### src/rtl/uart_rx_byte.sv
// uart_rx_byte: standalone 8N1 UART receiver for the fabric command/debug path.
// The rxd line is double-registered, then oversampled OVERSAMPLE times per bit.
// Each received byte lands in a single-entry valid/ready holding register.
//
// Ports:
//   clk         system clock
//   reset       synchronous, active-high reset
//   rxd         asynchronous serial input, idle high
//   rx_data     received byte, valid while rx_valid=1
//   rx_valid    byte available; held until accepted
//   rx_ready    consumer accepts the byte when rx_valid && rx_ready
//   rx_busy     high from start-bit detect until the receiver is back in IDLE
//   framing_err one-cycle pulse: stop bit sampled low
//   overrun     one-cycle pulse: byte completed while the holding register was occupied
module uart_rx_byte #(
  parameter int unsigned CLK_FREQ_HZ = 100000000,
  parameter int unsigned BAUD        = 115200,
  parameter int unsigned OVERSAMPLE  = 16,
  parameter int unsigned DIV         = CLK_FREQ_HZ / (BAUD * OVERSAMPLE)
) (
  input  logic       clk,
  input  logic       reset,
  input  logic       rxd,
  output logic [7:0] rx_data,
  output logic       rx_valid,
  input  logic       rx_ready,
  output logic       rx_busy,
  output logic       framing_err,
  output logic       overrun
);

  typedef enum logic [2:0] {
    S_IDLE,
    S_START,
    S_DATA,
    S_STOP,
    S_BREAK
  } state_e;

  localparam int unsigned TW = (DIV > 1) ? $clog2(DIV) : 1;
  localparam int unsigned SW = $clog2(OVERSAMPLE);

  localparam logic [TW-1:0] TICK_LAST = TW'(DIV - 1);
  localparam logic [SW-1:0] HALF_LAST = SW'(OVERSAMPLE / 2 - 1);
  localparam logic [SW-1:0] BIT_LAST  = SW'(OVERSAMPLE - 1);

  logic          sync1_q;
  logic          rxs_q;
  state_e        state_q,      state_d;
  logic [TW-1:0] tick_cnt_q,   tick_cnt_d;
  logic [SW-1:0] sample_cnt_q, sample_cnt_d;
  logic [2:0]    bit_idx_q,    bit_idx_d;
  logic [7:0]    shift_q,      shift_d;
  logic          done_q,       done_d;
  logic          stop_ok_q,    stop_ok_d;
  logic          armed_q,      armed_d;
  logic [7:0]    rx_data_q,    rx_data_d;
  logic          rx_valid_q,   rx_valid_d;
  logic          ferr_q,       ferr_d;
  logic          ovr_q,        ovr_d;
  logic          tick;

  assign tick        = (tick_cnt_q == TICK_LAST);
  assign rx_data     = rx_data_q;
  assign rx_valid    = rx_valid_q;
  assign rx_busy     = (state_q != S_IDLE);
  assign framing_err = ferr_q;
  assign overrun     = ovr_q;

  always_comb begin
    state_d      = state_q;
    tick_cnt_d   = tick ? '0 : tick_cnt_q + TW'(1);
    sample_cnt_d = sample_cnt_q;
    bit_idx_d    = bit_idx_q;
    shift_d      = shift_q;
    done_d       = 1'b0;
    stop_ok_d    = stop_ok_q;
    // After reset a start bit is only accepted once the line has been seen idle.
    armed_d      = armed_q | rxs_q;
    rx_data_d    = rx_data_q;
    rx_valid_d   = rx_valid_q & ~rx_ready;
    ferr_d       = 1'b0;
    ovr_d        = 1'b0;

    // Delivery is resolved one cycle after the stop sample, so a same-cycle
    // accept frees the holding register for the new byte.
    if (done_q) begin
      if (stop_ok_q) begin
        if (!rx_valid_q || rx_ready) begin
          rx_data_d  = shift_q;
          rx_valid_d = 1'b1;
        end else begin
          ovr_d = 1'b1;
        end
      end else begin
        ferr_d = 1'b1;
      end
    end

    unique case (state_q)
      S_IDLE: begin
        if (armed_q && !rxs_q) begin
          state_d      = S_START;
          tick_cnt_d   = '0;
          sample_cnt_d = '0;
        end
      end
      S_START: begin
        if (tick) begin
          if (sample_cnt_q == HALF_LAST) begin
            sample_cnt_d = '0;
            bit_idx_d    = '0;
            state_d      = rxs_q ? S_IDLE : S_DATA;
          end else begin
            sample_cnt_d = sample_cnt_q + SW'(1);
          end
        end
      end
      S_DATA: begin
        if (tick) begin
          if (sample_cnt_q == BIT_LAST) begin
            sample_cnt_d = '0;
            shift_d      = {rxs_q, shift_q[7:1]};
            if (bit_idx_q == 3'd7) begin
              state_d = S_STOP;
            end else begin
              bit_idx_d = bit_idx_q + 3'd1;
            end
          end else begin
            sample_cnt_d = sample_cnt_q + SW'(1);
          end
        end
      end
      S_STOP: begin
        if (tick) begin
          if (sample_cnt_q == BIT_LAST) begin
            // IDLE is re-entered mid stop bit so a following start bit is caught.
            sample_cnt_d = '0;
            done_d       = 1'b1;
            stop_ok_d    = rxs_q;
            state_d      = rxs_q ? S_IDLE : S_BREAK;
          end else begin
            sample_cnt_d = sample_cnt_q + SW'(1);
          end
        end
      end
      S_BREAK: begin
        if (rxs_q) begin
          state_d = S_IDLE;
        end
      end
      default: state_d = S_IDLE;
    endcase
  end

  always_ff @(posedge clk) begin
    if (reset) begin
      sync1_q      <= 1'b1;
      rxs_q        <= 1'b1;
      state_q      <= S_IDLE;
      tick_cnt_q   <= '0;
      sample_cnt_q <= '0;
      bit_idx_q    <= '0;
      shift_q      <= '0;
      done_q       <= 1'b0;
      stop_ok_q    <= 1'b0;
      armed_q      <= 1'b0;
      rx_data_q    <= '0;
      rx_valid_q   <= 1'b0;
      ferr_q       <= 1'b0;
      ovr_q        <= 1'b0;
    end else begin
      sync1_q      <= rxd;
      rxs_q        <= sync1_q;
      state_q      <= state_d;
      tick_cnt_q   <= tick_cnt_d;
      sample_cnt_q <= sample_cnt_d;
      bit_idx_q    <= bit_idx_d;
      shift_q      <= shift_d;
      done_q       <= done_d;
      stop_ok_q    <= stop_ok_d;
      armed_q      <= armed_d;
      rx_data_q    <= rx_data_d;
      rx_valid_q   <= rx_valid_d;
      ferr_q       <= ferr_d;
      ovr_q        <= ovr_d;
    end
  end

endmodule

### config.mk
export PLATFORM = sky130hd
export DESIGN_NAME = uart_rx_byte
export DESIGN_NICKNAME = d
export VERILOG_FILES = /design/src/rtl/uart_rx_byte.sv
export SDC_FILE = /design/constraint.sdc
export NUM_CORES = 1
export LEC_CHECK = 0
export ABC_AREA = 1
export BUFFER_PORTS_ARGS = -buffer_cell sky130_fd_sc_hd__buf_4
export CORE_UTILIZATION = 40
export CTS_BUF_LIST = sky130_fd_sc_hd__clkbuf_16
export CTS_CLUSTER_SIZE = 25
export DETAILED_ROUTE_END_ITERATION = 10
export PLACE_DENSITY = 0.58
export SETUP_SLACK_MARGIN = 0.2
export SYNTH_ARGS = -nofsm -noshare
export SYNTH_HDL_FRONTEND = slang
export SYNTH_SLANG_ARGS = --single-unit
### constraint.sdc
create_clock -name clk -period 1.45 [get_ports clk]
set_clock_uncertainty 0.1 [all_clocks]
set_input_delay 0.2175 -clock clk [delete_from_list [all_inputs] [get_ports clk]]
set_output_delay 0.2175 -clock clk [all_outputs]
set_load 0.1 [all_outputs]
=== After elaboration in Yosys (flattened, before gate mapping) ===
Cells that the tools add are included.

* Bits in registers: 40
* Input port bits: 4
* Logic and storage cells: 94

* $add $sub $neg: 3
* Eq/ne operators: 19
* Multiplexer cells: 33
* Bitwise logic cells: 7
* Reduce and logical (&&, ||, !) cells: 18

{| class="wikitable"
|+ Operators by type and width
! cell !! count
|-
| $mux 3 || 15
|-
| $mux 4 || 5
|-
| $ne 2x2->1 const B || 10
|-
| $mux 6 || 3
|-
| $pmux 3 s5 || 1
|-
| $pmux 4 s3 || 1
|-
| $reduce_and 3->1 || 3
|-
| $reduce_and 9->1 || 1
|-
| $add 6x1->6 const B || 1
|-
| $eq 3x2->1 const B || 2
|-
| $eq 3x3->1 const B || 2
|-
| $eq 6x6->1 const B || 1
|-
| $mux 1 || 6
|-
| $pmux 3 s2 || 1
|-
| $reduce_and 6->1 || 1
|-
| $reduce_bool 3->1 || 2
|-
| $reduce_or 3->1 || 2
|-
| $not 1->1 || 5
|-
| $add 4x1->4 const B || 1
|-
| $eq 4x3->1 const B || 1
|-
| $eq 4x4->1 const B || 1
|-
| $reduce_and 4->1 || 1
|-
| $reduce_or 2->1 || 2
|-
| $add 3x1->3 const B || 1
|-
| 10 further kinds || 11
|}

=== Logic depth before layout (Yosys ltp) ===
Gate-level depths: netlist (run 1).

* Depth after elaboration: 5
* Depth in mapped cells: 12

=== Worst setup path before layout (run 1) ===
No wires, ideal clock.

* Path type: reg2reg
* From: register rx_valid_q, in the netlist rx_valid
* To: register rx_data_q[5], in the netlist rx_data[5]
* Library setup time: 0.120 ns
* Arrival: 1.596 ns
* Required time: 1.230 ns
* Path slack: -0.366 ns
* Stages on the path, launching flop included: 7
* Buffers on the path: 1
* Period minus slack after synthesis: 1.816 ns
* Path through: dfxtp_1 > inv_1 > nor2_1 > nor2_1 > buf_2 > o21ai_1 > a21oi_1

* Longest elaborated chain between the ends: 3

{| class="wikitable"
|+ Ends and longest elaborated chain
! item !! RTL line !! source
|-
| start, declared || 58 || <nowiki>logic rx_valid_q, rx_valid_d;</nowiki>
|-
| start signal, assigned || 184 || <nowiki>rx_valid_q <= rx_valid_d;</nowiki>
|-
| $logic_not 1->1 || 89 || <nowiki>if (!rx_valid_q || rx_ready) begin</nowiki>
|-
| $logic_or 1x1->1 || 89 ||
|-
| $reduce_and 3->1 (no line) || - ||
|-
| end signal, assigned || 183 || <nowiki>rx_data_q <= rx_data_d;</nowiki>
|-
| end, declared || 57 || <nowiki>logic [7:0] rx_data_q, rx_data_d;</nowiki>
|}

Every way passes these cells.
A chain may end at the register's enable or synchronous reset.

=== Final worst setup path (run 1) ===
* From: register tick_cnt_q[1]
* To: register state_q[2]

* Longest elaborated chain between the ends: 3

{| class="wikitable"
|+ Ends and longest elaborated chain
! item !! RTL line !! source
|-
| start, declared || 50 || <nowiki>logic [TW-1:0] tick_cnt_q, tick_cnt_d;</nowiki>
|-
| start signal, assigned || 176 || <nowiki>tick_cnt_q <= tick_cnt_d;</nowiki>
|-
| $eq 6x6->1 (*) || 63 || <nowiki>assign tick = (tick_cnt_q == TICK_LAST);</nowiki>
|-
| $ne 2x2->1 (no line) || - ||
|-
| $reduce_and 9->1 (no line) (*) || - ||
|-
| end signal, assigned || 175 || <nowiki>state_q <= state_d;</nowiki>
|-
| end, declared || 49 || <nowiki>state_e state_q, state_d;</nowiki>
|}

Mark *: on every way between the ends. The rest lies on a longest branch, timed or not.

==> impl_metrics.py, run 1 <==
metrics = {
    "layout": {
        "multi_input_area_um2": 1070,
        "regArea_um2": 835,
        "num-nets-final": 286,
        "antenna_cells": 0,
        "stdcell_area_um2": 2620,
        "fin_cells": 328,
        "layout-drive-gt1-share": 0.482,
        "fillers": 363,
        "area_delta_synth_final_pct": 47.6,
    },
    "synthesis": {
        "synth-seq-area-share": 0.452,
        "synth-edff-count": 0,
        "synthFlopType": "dfxtp_1",
        "synth_cells": 232,
        "ys_ff_latch": 40,
        "syn_area_um2": 1770,
        "synth.area.top_cells": "dfxtp_1 (45%), a21oi_1 (7.9%), nand2_1 (7.4%), nor2_1 (5.7%), inv_1 (5.3%)",
        "yosysUniqueCellTypes": 26,
        "netlist.area_leader.share": 0.452,
        "synth-async-reset-ratio": 0,
        "synthTopCellsByCount": "dfxtp_1 (40), nand2_1 (35), a21oi_1 (28)",
        "yosysMostFrequentCell": "dfxtp_1",
        "synth_warnings": 0,
        "avgSynthCellArea_um2": 7.64,
        "syn-num-nets": 241,
        "synth_top_cell_by_area": "dfxtp_1",
    },
    "clock_tree": {
        "hold_buffers": 0,
        "cts.sinks": 40,
        "cts_max_path_buffers": 2,
        "clk_latency_ns": 0.28,
        "cts_max_level": 2,
        "cts_tree": "yes",
        "clk_pin_slew_ns": 0.06,
        "cts_root_buf": "clkbuf_16",
        "cts_buffers": 5,
    },
    "floorplan": {
        "start_util": 0.431,
        "fp.dieArea_um2": 4700,
        "core_um2": 4120,
        "die-height_um": 68.6,
        "fp-row-count": 23,
        "fp.dieW_um": 68.6,
        "ios": 16,
    },
    "drt": {
        "ant_nets": 0,
        "wl_per_cell_um": 11.7,
        "drt-initial-drc-count": 66,
        "via_per_inst": 4.77,
        "vias": 1563,
        "drt-total-wl_um": 3820,
        "dr.pass1.iters": 4,
        "drc": 0,
    },
    "global_route": {
        "grt_max_degree": 19,
        "grt_pass1_wl_um": 6470,
        "antenna_found_initial": 0,
        "overflow": 0,
        "grt_pass1_vias": 1498,
        "gr-usage-all-layers": 0.187,
    },
    "critical_path": {
        "cpMaxStageDelayCell": "dfxtp_2",
        "worst_setup_path_start_kind": "flip-flop",
        "reg2reg_to": "state_q[2]$_SDFFE_PP0P_",
        "endpoint_kind": "flip-flop",
        "arrival_ns": 1.62,
        "critical_path_class": "flip-flop to flip-flop",
        "worstPathRequired_ns": 1.57,
        "worst-path-buf-inv": 4,
        "rr_worst_depth": 12,
        "crit_family": "simple AND/OR/NAND/NOR gates",
        "crit_chain": "inv_2, ha_4, buf_4, nand3_4, nor2_4, buf_6, nor2_2, a21oi_1, nand3_1, nor2_1, nand2_1, inv_1",
        "r2r-start": "tick_cnt_q[1]$_SDFF_PP0_",
        "rrSetupSlack_ns": -0.04,
        "critical_path.max_fanout": 2,
        "slowest_delay_ns": 0.32,
    },
    "sta": {
        "min_period_ns": 1.49,
        "fmax_mhz": 670,
        "setup_ws_ns": -0.0420,
        "fin_crit_sh": 1.03,
        "slew_violations": 0,
        "max_slew_margin": 0.810,
        "hold_viol_final": 0,
        "rsz0062_at_grt": "true",
        "tightest_slew_ns": 0.284,
        "setup_viol": 11,
        "setup_tns_ns": -0.176,
    },
    "status": {
        "status": "finished with violations",
        "violations": "negative setup slack",
    },
    "power_and_ir_drop": {
        "p_per_area_nw_per_um2": 1650,
        "peakVddDrop_uv": 812,
        "leakage_nw": 1.13,
        "fin_total_pwr_mw": 4.32,
    },
    "place": {
        "io_buffers": 15,
        "dp_hpwl_um": 2550,
        "dp_cells": 310,
        "placed_cell_area_um2": 2130,
        "gp_congestion": 0.839,
    },
    "min_path": {
        "hp-start": "rxd",
        "worstHoldPathCells": 2,
        "hp-class": "primary input to flip-flop",
        "hold_end": "sync1_q$_SDFF_PP1_",
    },
    "flow_run": {
        "cap_violations": 0,
    },
}
state kept, by name, indices dropped and copies added (netlist names), 3 cells and up:
| signal | count |
|---|---|
| tick_cnt_q | 6 |
| shift_q | 8 |
| rx_data | 8 |
| sample_cnt_q | 4 |
| bit_idx_q | 3 |
| state_q | 3 |
cells by family (layout without fill, tap and decap cells):
| group | count (synthesis) | in the layout | share of synthesized area |
|---|---|---|---|
| AO/OA/AOI/OAI | 47 | 47 | 0.133 |
| XOR/XNOR | 4 | 4 | 0.0198 |
| adder cells (fa/ha/maj) | 5 | 5 | 0.0353 |
| buffers and inverters | 37 | 82 | 0.0876 |
| flip-flops | 40 | 40 | 0.452 |
| AND/OR/NAND/NOR | 99 | 100 | 0.273 |
area by class of cell:
class / instances / share of cell area
Tap cell: 50 / 0.0239
Clock inverter: 2 / 0.00622
Inverter: 32 / 0.0507
Multi-Input combinational cell: 156 / 0.410
Clock buffer: 6 / 0.0574
Timing Repair Buffer: 42 / 0.133
Sequential cell: 40 / 0.319
worst max-delay path by stage:
stage | slack (ns) | depth (start not counted) | start | endpoint
finish | -0.04 | 12 | tick_cnt_q[1]$_SDFF_PP0_ | state_q[2]$_SDFFE_PP0P_
global route | -0.18 | 11 | tick_cnt_q[1]$_SDFF_PP0_ | bit_idx_q[1]$_SDFFE_PP0P_
CTS | -0.001 | 4 | state_q[0]$_SDFFE_PP0P_ | rx_busy
detailed placement | -0.06 | 8 | sample_cnt_q[0]$_SDFFE_PP0P_ | shift_q[4]$_SDFFE_PP0P_
global placement | -0.01 | 9 | tick_cnt_q[1]$_SDFF_PP0_ | shift_q[2]$_SDFFE_PP0P_
floorplan | 0.07 | 10 | tick_cnt_q[0]$_SDFF_PP0_ | state_q[1]$_SDFFE_PP0P_
where the power goes:
part	switching (mW)	internal, mW	total, mW	leakage, nW
clock	0.452	0.748	1.20	0.0786
sequential	0.0707	1.19	1.26	0.334
combinational	1.06	0.797	1.86	0.718
cells in the final DEF, fill, tap and decap left out:
master,instances
ha_1,2
nor3_2,1
dfxtp_2,15
buf_4,36
nand3_2,4
a21oi_1,21
ha_4,2
or2_2,2
nand3_4,4
nor2_4,4
nor3_1,2
nand2_8,2
inv_4,1
clkinvlp_4,1
nand3_1,10
nand2_1,25
nor2_2,4
buf_6,5
dfxtp_1,21
nor2_8,1
a21oi_2,7
o21ai_0,8
xor2_1,3
ha_2,1
nand3b_1,3
o21ai_2,7
inv_2,7
o21ai_1,4
buf_12,1
xnor2_1,1
inv_1,22
nor2_1,21
nand2_2,9
dfxtp_4,4
inv_6,2
clkinv_4,1
nand2_4,7
nand4_1,1
clkbuf_16,6
metal layers:
layer | GRT usage | vias up | share of wire
met4 | 0.0703 | 0 | 0.013
met1 | 0.238 | 706 | 0.49
li1 | - | 832 | -
met2 | 0.306 | 18 | 0.46
met3 | 0.0411 | 7 | 0.029
met5 | 0 | - | 0
metrics by stage:
stage / setup WS, ns / utilization / hold slack (ns)
6_report: -0.0420 / 0.635 / 0.0201
5_1_grt: -0.179 / 0.635 / 0.0145
4_1_cts: -0.00103 / 0.619 / 0.0147
3_5_place_dp: -0.0622 / 0.518 / 0.297
3_3_place_gp: -0.0115 / 0.518 / 0.291
2_1_floorplan: 0.0736 / - / 0.201
repair_timing:
action,in CTS,in global routing
pin swaps,21,15
gates resized for setup,56,13
cloned,1,0
setup endpoints to repair,27,33
setup buffers,6,3
No activity file was read; power rests on OpenSTA's default activity.
==> run 2, diff against run 1 <==
Settings changed: CORE_MARGIN set to 2.
==> impl_metrics.py, run 2 (same netlist as run 1, synthesis figures left out) <==
metrics = {
    "place": {
        "placed_cell_area_um2": 2120,
        "gp_congestion": 0.847,
        "dp_hpwl_um": 2480,
        "dp_cells": 309,
        "io_buffers": 15,
    },
    "global_route": {
        "gr-usage-all-layers": 0.166,
        "grt_pass1_vias": 1468,
        "overflow": 0,
        "grt_pass1_wl_um": 6510,
        "grt_max_degree": 16,
        "antenna_found_initial": 0,
    },
    "drt": {
        "drt-total-wl_um": 3760,
        "drc": 0,
        "dr.pass1.iters": 4,
        "vias": 1575,
        "via_per_inst": 4.86,
        "wl_per_cell_um": 11.6,
        "ant_nets": 0,
        "drt-initial-drc-count": 76,
    },
    "layout": {
        "layout-drive-gt1-share": 0.456,
        "antenna_cells": 0,
        "layout_commonest_cell": "buf_4",
        "fin_cells": 324,
        "fillers": 390,
        "num-nets-final": 280,
        "stdcell_area_um2": 2560,
        "layout_common_cells": "buf_4 (29), nand2_1 (26), nor2_1 (22), a21oi_1 (22), dfxtp_1 (22)",
        "utilization": 0.593,
        "area_delta_synth_final_pct": 44.6,
    },
    "sta": {
        "setup_viol": 3,
        "min_period_ns": 1.46,
        "hold_viol_final": 0,
        "fmax_mhz": 686,
        "rsz0062_at_grt": "true",
        "setup_tns_ns": -0.0176,
        "slew_violations": 0,
        "fin_crit_sh": 1.01,
        "setup_ws_ns": -0.00803,
        "max_slew_margin": 0.814,
        "tightest_slew_ns": 0.281,
    },
    "critical_path": {
        "worstPathRequired_ns": 1.53,
        "endpoint_kind": "flip-flop",
        "worst_setup_path_start_kind": "flip-flop",
        "rr_worst_depth": 9,
        "r2r-start": "bit_idx_q[1]$_SDFFE_PP0P_",
        "critical_path.max_fanout": 3,
        "critical_path_class": "flip-flop to flip-flop",
        "startpoint": "bit_idx_q[1]$_SDFFE_PP0P_",
        "crit_end": "state_q[2]$_SDFFE_PP0P_",
        "arrival_ns": 1.54,
        "reg2reg_to": "state_q[2]$_SDFFE_PP0P_",
        "rrSetupSlack_ns": -0.008,
    },
    "power_and_ir_drop": {
        "fin_total_pwr_mw": 4.24,
        "p_per_area_nw_per_um2": 1650,
        "leakage_nw": 1.07,
        "peakVddDrop_uv": 796,
    },
    "status": {
        "status": "finished with violations",
        "violations": "negative setup slack",
    },
    "clock_tree": {
        "clk_latency_ns": 0.28,
        "cts_max_level": 2,
        "clk_pin_slew_ns": 0.06,
        "cts_buffers": 5,
        "hold_buffers": 0,
        "cts.sinks": 40,
        "cts_max_path_buffers": 2,
        "cts_tree": "yes",
        "cts_root_buf": "clkbuf_16",
    },
    "min_path": {
        "hp-start": "rxd",
        "worstHoldPathCells": 2,
        "hp-class": "primary input to flip-flop",
    },
    "floorplan": {
        "ios": 16,
        "core_um2": 4320,
        "fp.dieArea_um2": 4980,
        "start_util": 0.410,
        "fp-row-count": 24,
        "die-height_um": 70.6,
        "fp.dieW_um": 70.6,
    },
    "flow_run": {
        "cap_violations": 0,
    },
}
==> run 2: repair_timing <==
| item | CTS | global route |
|---|---|---|
| gates resized for setup | 30 | 31 |
| setup endpoints to repair | 27 | 31 |
| pin swaps | 9 | 13 |
| cloned | 1 | 0 |
| setup buffers | 5 | 1 |
==> run 2: where the power goes <==
part | leakage [nW] | internal [mW] | switching, mW
clock network | 0.0796 | 0.739 | 0.446
logic | 0.658 | 0.756 | 1.02
registers | 0.333 | 1.19 | 0.0846
==> run 2: final cells by class <==
type                            count  area [µm²]  area share
Timing Repair Buffer               36         323       0.126
Inverter                           32         133      0.0518
Tap cell                           52        65.1      0.0254
Multi-Input combinational cell    156        1050       0.410
Clock buffer                        6         150      0.0586
Sequential cell                    40         828       0.323
Clock inverter                      2        12.5     0.00488
==> run 2: worst min-delay path by stage <==
stage	slack, ns	endpoint
global route	0.02	sync1_q$_SDFF_PP1_
global placement	0.29	rxs_q$_SDFF_PP1_
CTS	0.01	sync1_q$_SDFF_PP1_
floorplan	0.20	done_q$_SDFF_PP0_
detailed placement	0.30	rxs_q$_SDFF_PP1_
finish	0.02	sync1_q$_SDFF_PP1_
==> run 2: per-layer routing <==
metal / global-route usage / share of wire / up-vias
li1: - / - / 827
met1: 0.222 / 0.48 / 719
met2: 0.251 / 0.47 / 21
met3: 0.0470 / 0.031 / 8
met4: 0.0755 / 0.019 / 0
met5: 0 / 0 / -
==> run 2: worst max-delay path: stages (launching register included) <==
cell	delay [ns]
dfxtp_2	0.33
ha_4	0.16
ha_4	0.14
nand3b_1	0.22
nand2_1	0.12
nor2_1	0.06
nand3_1	0.07
nor2_1	0.04
nand2_1	0.07
inv_1	0.03
==> run 2: per-stage QoR <==
step,worst slack (ns),hold slack [ns]
after floorplan,0.0736,0.201
after global placement,-0.0965,0.292
after detailed placement,-0.0910,0.296
after CTS,-0.0280,0.0115
after global routing,-0.105,0.0171
final,-0.00803,0.0151
